### src/rtl/pc_register_pkg.sv
// Shared CPU definitions for the program counter: default width/reset vector
// and the operation priority encoding used by the control unit.
package pc_register_pkg;

    localparam int unsigned CPU_PC_WIDTH     = 8;
    localparam int unsigned CPU_RESET_VECTOR = 0;

    typedef enum logic [1:0] {
        OP_HOLD   = 2'd0,
        OP_INC    = 2'd1,
        OP_BRANCH = 2'd2,
        OP_LOAD   = 2'd3
    } pc_op_e;

    // LOAD beats BRANCH beats INC; nothing asserted means hold.
    function automatic pc_op_e pc_op_decode(input logic load, input logic branch,
                                            input logic inc);
        pc_op_e op;
        op = OP_HOLD;
        if (load) begin
            op = OP_LOAD;
        end else if (branch) begin
            op = OP_BRANCH;
        end else if (inc) begin
            op = OP_INC;
        end
        return op;
    endfunction

endpackage

### src/rtl/pc_register_dff_ar.sv
// Rising-edge flip-flop with active-low asynchronous clear/preset; INIT picks
// the value held while rst_n is low. Stands in for a master-slave latch pair.
module dff_ar #(
    parameter logic INIT = 1'b0
) (
    input  logic clk,
    input  logic rst_n,
    input  logic d,
    output logic q
);

    logic state_q;

    always_ff @(posedge clk or negedge rst_n) begin
        if (!rst_n) begin
            state_q <= INIT;
        end else begin
            state_q <= d;
        end
    end

    assign q = state_q;

endmodule

### src/rtl/pc_register.sv
// Program-counter register: hold / half-adder ripple increment / parallel load.
// Optional PC-relative branch adder enabled by defining PC_RELATIVE_EN.
module pc_register
    import pc_register_pkg::*;
#(
    parameter int unsigned WIDTH        = CPU_PC_WIDTH,
    parameter int unsigned RESET_VECTOR = CPU_RESET_VECTOR
) (
    input  logic             CLK,
    input  logic             RST_N,
    input  logic             LOAD,
    input  logic             INC,
    input  logic [WIDTH-1:0] D,
`ifdef PC_RELATIVE_EN
    input  logic             BRANCH,
    input  logic [WIDTH-1:0] OFFSET,
`endif
    output logic [WIDTH-1:0] Q,
    output logic             WRAP
);

    localparam logic [WIDTH-1:0] RV = RESET_VECTOR[WIDTH-1:0];

    pc_op_e           op;
    logic [WIDTH-1:0] pc_q;
    logic [WIDTH-1:0] pc_d;
    logic             wrap_q;
    logic             wrap_d;
    logic [WIDTH-1:0] inc_sum;
    logic             inc_cout;
`ifdef PC_RELATIVE_EN
    logic [WIDTH-1:0] br_sum;
`endif

`ifdef PC_RELATIVE_EN
    assign op = pc_op_decode(LOAD, BRANCH, INC);
`else
    assign op = pc_op_decode(LOAD, 1'b0, INC);
`endif

    // Carry-in is INC itself, so with INC low the sum is Q and hold falls out free.
    always_comb begin
        logic [WIDTH:0] c;
        c       = '0;
        inc_sum = '0;
        c[0]    = INC;
        for (int unsigned i = 0; i < WIDTH; i++) begin
            inc_sum[i] = pc_q[i] ^ c[i];
            c[i+1]     = pc_q[i] & c[i];
        end
        inc_cout = c[WIDTH];
    end

`ifdef PC_RELATIVE_EN
    always_comb begin
        logic [WIDTH-1:0] c;
        logic             p;
        c      = '0;
        br_sum = '0;
        p      = 1'b0;
        for (int unsigned i = 0; i < WIDTH; i++) begin
            p         = pc_q[i] ^ OFFSET[i];
            br_sum[i] = p ^ c[i];
            if (i + 1 < WIDTH) begin
                c[i+1] = (pc_q[i] & OFFSET[i]) | (p & c[i]);
            end
        end
    end
`endif

    always_comb begin
        logic sel_load;
        logic sel_br;
        logic mid;
        pc_d     = '0;
        mid      = 1'b0;
        sel_load = (op == OP_LOAD);
`ifdef PC_RELATIVE_EN
        sel_br   = (op == OP_BRANCH);
`else
        sel_br   = 1'b0;
`endif
        for (int unsigned i = 0; i < WIDTH; i++) begin
`ifdef PC_RELATIVE_EN
            mid = (sel_br & br_sum[i]) | (~sel_br & inc_sum[i]);
`else
            mid = inc_sum[i];
`endif
            pc_d[i] = (sel_load & D[i]) | (~sel_load & mid);
        end
        wrap_d = (op == OP_INC) & inc_cout & ~sel_br;
    end

    for (genvar i = 0; i < WIDTH; i++) begin : g_pc
        dff_ar #(.INIT(RV[i])) u_bit (
            .clk   (CLK),
            .rst_n (RST_N),
            .d     (pc_d[i]),
            .q     (pc_q[i])
        );
    end

    dff_ar #(.INIT(1'b0)) u_wrap (
        .clk   (CLK),
        .rst_n (RST_N),
        .d     (wrap_d),
        .q     (wrap_q)
    );

    assign Q    = pc_q;
    assign WRAP = wrap_q;

endmodule
### config.mk
export PLATFORM = sky130hd
export DESIGN_NAME = pc_register
export DESIGN_NICKNAME = d
export VERILOG_FILES = /design/src/rtl/pc_register_pkg.sv /design/src/rtl/pc_register_dff_ar.sv /design/src/rtl/pc_register.sv
export SDC_FILE = /design/constraint.sdc
export NUM_CORES = 1
export LEC_CHECK = 0
export BUFFER_PORTS_ARGS = -buffer_cell sky130_fd_sc_hd__buf_4
export CORE_UTILIZATION = 30
export DETAILED_ROUTE_END_ITERATION = 6
export PLACE_DENSITY = 0.64
export RECOVER_POWER = 50
export SYNTH_ARGS = -nofsm -noshare
export SYNTH_HDL_FRONTEND = slang
export SYNTH_SLANG_ARGS = --single-unit
### constraint.sdc
create_clock -name CLK -period 3.4 [get_ports CLK]
set_clock_uncertainty 0.05 [all_clocks]
set_input_delay 0.34 -clock CLK [delete_from_list [all_inputs] [get_ports CLK]]
set_output_delay 0.34 -clock CLK [all_outputs]
set_load 0.05 [all_outputs]
**Word level (Yosys, flattened, before mapping)**

Cells that the tools add are included.

- Register bits after elaboration: 9
- Bits of input ports: 12
- Output and inout bits: 9

- Equality and inequality tests: 2
- Muxes and demuxes: 2
- Bitwise logic cells: 42

Operators with widths:

| cell | number |
|---|---|
| AND 1 bit | 25 |
| OR 1 bit | 8 |
| XOR 1 bit | 8 |
| == test 2 x 1 -> 1 bit, second input constant | 1 |
| == test 2 bit, second input constant | 1 |
| two-way mux 2 bit | 1 |
| two-way mux 1 bit | 1 |
| inverter 1 bit | 1 |

**Longest topological paths before layout**

- Depth in word-level cells: 10
- Depth in mapped cells: 9
- Mapped depth without buffers: 9

**By module**

Synthesis repeated with hierarchy kept, for this count alone.

- Cell total of the unflattened synthesis: 27
- Area, all modules: 466.7 um^2

By module, submodules not included:

| module | times used | cells an instance | area each (um^2) |
|---|---|---|---|
| pc_register | 1 | 18 | 241.5 |
| dff_ar | 9 | 1 | 25.0 |

**Worst setup path before layout**

No wires, ideal clock.

- Path kind: flip-flop to flip-flop
- Start point: reg g_pc[0].u_bit.state_q
- End point: reg g_pc[7].u_bit.state_q
- Setup time: 0.125 ns
- Arrival time: 2.071 ns
- Required time: 3.225 ns
- Setup slack: 1.154 ns
- Cell stages (with the launch flop): 10
- Cells stage by stage: dfrtp_1 -> ha_1 -> ha_1 -> ha_1 -> ha_1 -> ha_1 -> ha_1 -> ha_1 -> ha_1 -> mux2_4

- Cells in the longest elaborated chain, start to end: 10

RTL lines:

| what | RTL line | text |
|---|---|---|
| from (decl) | pc_register_dff_ar.sv:12 | `logic state_q;` |
| from (signal assigned) | pc_register_dff_ar.sv:16 | `state_q <= INIT;` |
| from (signal assigned) | pc_register_dff_ar.sv:18 | `state_q <= d;` |
| AND 1 bit (7 in series) | pc_register.sv:49 | `c[i+1] = pc_q[i] & c[i];` |
| XOR 1 bit | pc_register.sv:48 | `inc_sum[i] = pc_q[i] ^ c[i];` |
| AND 1 bit | pc_register.sv:89 | `pc_d[i] = (sel_load & D[i]) \| (~sel_load & mid);` |
| OR 1 bit | pc_register.sv:89 |  |
| named net g_pc[7].u_bit.d | pc_register_dff_ar.sv:8 | `input logic d,` |
| to (signal assigned) | pc_register_dff_ar.sv:16 |  |
| to (signal assigned) | pc_register_dff_ar.sv:18 |  |
| to (decl) | pc_register_dff_ar.sv:12 |  |

The timed path passes the listed nets, and every way through them passes these cells.

**Final worst setup path**

Same ends and word-level chain as after synthesis.

==> summary.md <==
| Metric | Value |
|---|---|
| Status | `complete, no violations` |
| Hold_sp | `D[3]` |
| Synth Instances | `35` |
| CTS tree | `done` |
| Max-Cap Viols | `0` |
| Iter 0 DRT Violations | `2` |
| GRT Total Usage | `0.0981` |
| Startpoint types | `flip-flop` |
| Element type at the critical path end | `flip-flop` |
| Synth Cell Area | `527 um^2` |
| Worst reg2reg setup slack | `1.07 ns` |
| Setup TNS | `0 ns` |
| Cell taking the most area after synthesis | `dfrtp_1` |
| Final critical-path share of the clock period | `0.686` |
| Post-Route Utilization | `0.408` |
| Via density | `4.45` |
| Most frequent CP cell | `ha_1` |
| RePlAce Congestion | `0.619` |
| Top cells by area, synth | `dfrtp_1 (43%), mux2_4 (23%), ha_1 (19%)` |
| Fraction of final layout cells sized beyond drive strength 1 | `0.529` |
| Clock sinks | `9` |
| Worst R2R Path Depth | `9` |
| Crit path required time | `3.50 ns` |
| Count of different cell masters after synthesis | `6` |
| Final Net Count | `72` |
| Worst hold endpoint | `g_pc[3].u_bit.q$_DFF_PN0_` |
| Crit-path max FO | `2` |
| Critical Path Max Stage Delay | `0.38 ns` |
| Worst R2R End | `g_pc[7].u_bit.q$_DFF_PN0_` |
| Hold path depth | `2` |
| Initial antenna violation count | `0` |
| Most frequent cell after synthesis | `dfrtp_1` |
| Synth Warn # | `0` |
| Area growth, synth to finish | `22.1%` |
| Num CTS Buffers | `3` |
| Critical-path cell list | `ha_1 > ha_1 > ha_1 > ha_1 > ha_1 > ha_1 > ha_1 > ha_1 > mux2_4` |
| Wirelength per Cell | `11.0 um` |
| Crit path kind | `reg2reg` |
| Crit path DAT | `2.43 ns` |
| Comb power frac | `0.366` |
| Detailed Routing Iterations Pass 1 | `5` |
| Slew @ Worst Pin | `0.602 ns` |
| R2r startpoint | `g_pc[0].u_bit.q$_DFF_PN0_` |
| N_diodes | `0` |
| Yosys reg bits | `9` |
| Sw frac | `0.354` |
| Die W | `43.9 um` |
| Post-synth top area share | `0.428` |
| Vias | `298` |
| Internal Pwr Total | `216 uW` |
| Largest net degree at the start of global routing | `10` |
| Register area share after synthesis | `0.428` |
| Fmax | `429 MHz` |
| # DRC | `0` |
| Detail Route Antenna Nets | `0` |
| DIE AREA | `0.00193 mm^2` |
| Main synth FF type | `dfrtp_1` |
| Post-synthesis async set-or-reset flop share | `1.00` |
| Vias in the first global route | `291` |
| NetSw | `118 uW` |
| Fin crit period | `2.33 ns` |
| H-tree depth | `1` |
| Syn avg cell area | `15.1 um^2` |
| Die H | `43.9 um` |
| Hold Path Class | `in2reg` |
| Clk slew on worst S/H paths | `0.06 ns` |
| Crit-path slowest cell | `dfrtp_1` |
| Static leakage power | `0.000346 uW` |
| Top Ports | `21` |
| Setup violators final | `0` |
| Worst vdd ir | `376 uV` |
| Mapped Nets | `55` |
| Global-route wire length before repair | `1.21 mm` |
| Total Wirelength | `739 um` |
| Initial cell density of the core | `0.334` |
| Flop pwr share | `0.389` |
| IO Port Bufs | `20` |
| Clock power share | `0.245` |
| RSZ-0062 raised after global routing | `no` |
| Max-slew violation count | `0` |
| Clock buffer depth | `2` |
| Slew margin rel. | `0.601` |
| Total gr overflow | `0` |
| Most frequent cells after synthesis | `dfrtp_1 (9), buf_4 (8), ha_1 (8), mux2_4 (8)` |
| Core ar. | `0.00158 mm^2` |
| EDFF count, synth | `0` |
| Clk root buf | `clkbuf_4` |
| Hold Vio Cnt, Final | `0` |
| Row count | `14` |
| PD cells | `520 mW/mm^2` |
| Clk Latency, worst-skew pair | `0.26 ns` |
[power by group through the flow]
stage / clock (uW) / sequential [uW] / combinational (uW)
2_1_floorplan: 0 / 130 / 112
3_3_place_gp: 0 / 133 / 127
3_5_place_dp: 0 / 133 / 128
4_1_cts: 84.7 / 131 / 129
5_1_grt: 90.8 / 132 / 130
6_report: 81.8 / 130 / 122
[registers in the layout, indices dropped and copies added (netlist names)]
signal        count
u_wrap.q          1
g_pc.u_bit.q      8
[final cells by class]
class                      instances  area [um^2]
tap                               16         20.0
fill                             157          933
sequential                         9          225
clock buffer                       4         26.3
timing repair buffer              21          145
multi-input combinational         17          226
[routing by layer]
layer	vias up	track usage	share of wire
met5	-	0	0
met4	0	0.0545	0.011
met3	2	0.0750	0.080
met2	15	0.137	0.48
met1	137	0.106	0.43
li1	144	-	-
[what timing repair did]
action,4_1_cts,5_1_grt
hold buffers,1,0
gates resized for setup,0,0
hold endpoints to repair,9,0
setup buffers,0,0
setup endpoints to repair,0,0
[worst max-delay path, delay by kind of cell, from the launching register on]
kind	cells	cell delay (ns)
adders and majority gates	8	1.53
muxes	1	0.27
DFF	1	0.38
[stage by stage]
stage / power (uW) / cells / instance area (um^2) / hold WS, ns / setup slack, ns
after floorplan: 242 / 35 / 527 / -0.00559 / 1.15
after global placement: 260 / 62 / 626 / 0.120 / 0.968
after detailed placement: 262 / 62 / 626 / 0.119 / 0.960
after CTS: 345 / 67 / 662 / 0.250 / 1.05
after global routing: 353 / 67 / 643 / 0.243 / 0.966
final: 334 / 67 / 643 / 0.256 / 1.07
[cells by family after synthesis]
logic type	after synthesis	share of synthesized area
buffers and inverters	9	0.135
multiplexers	8	0.228
adder cells (fa/ha/maj)	8	0.190
flip-flops	9	0.428
AND/OR/NAND/NOR	1	0.0190
[layout by cell type (no fill, tap or decap)]
cell | netlist | final
and3b_2 | 1 | 1
buf_4 | 8 | 16
clkbuf_1 | 0 | 5
clkbuf_4 | 0 | 3
dfrtp_1 | 9 | 9
dlygate4sd3_1 | 0 | 1
ha_1 | 8 | 8
mux2_1 | 0 | 1
mux2_4 | 8 | 7
[how the worst max path moves through the flow]
stage	start	to	slack [ns]	cells past startpoint
5_1_grt	g_pc[0].u_bit.q$_DFF_PN0_	g_pc[7].u_bit.q$_DFF_PN0_	0.97	9
3_5_place_dp	INC	g_pc[7].u_bit.q$_DFF_PN0_	0.96	10
2_1_floorplan	g_pc[0].u_bit.q$_DFF_PN0_	g_pc[7].u_bit.q$_DFF_PN0_	1.15	9
4_1_cts	g_pc[0].u_bit.q$_DFF_PN0_	g_pc[7].u_bit.q$_DFF_PN0_	1.05	9
3_3_place_gp	INC	g_pc[7].u_bit.q$_DFF_PN0_	0.97	10
6_report	g_pc[0].u_bit.q$_DFF_PN0_	g_pc[7].u_bit.q$_DFF_PN0_	1.07	9
(Power assumes the default switching activity.)
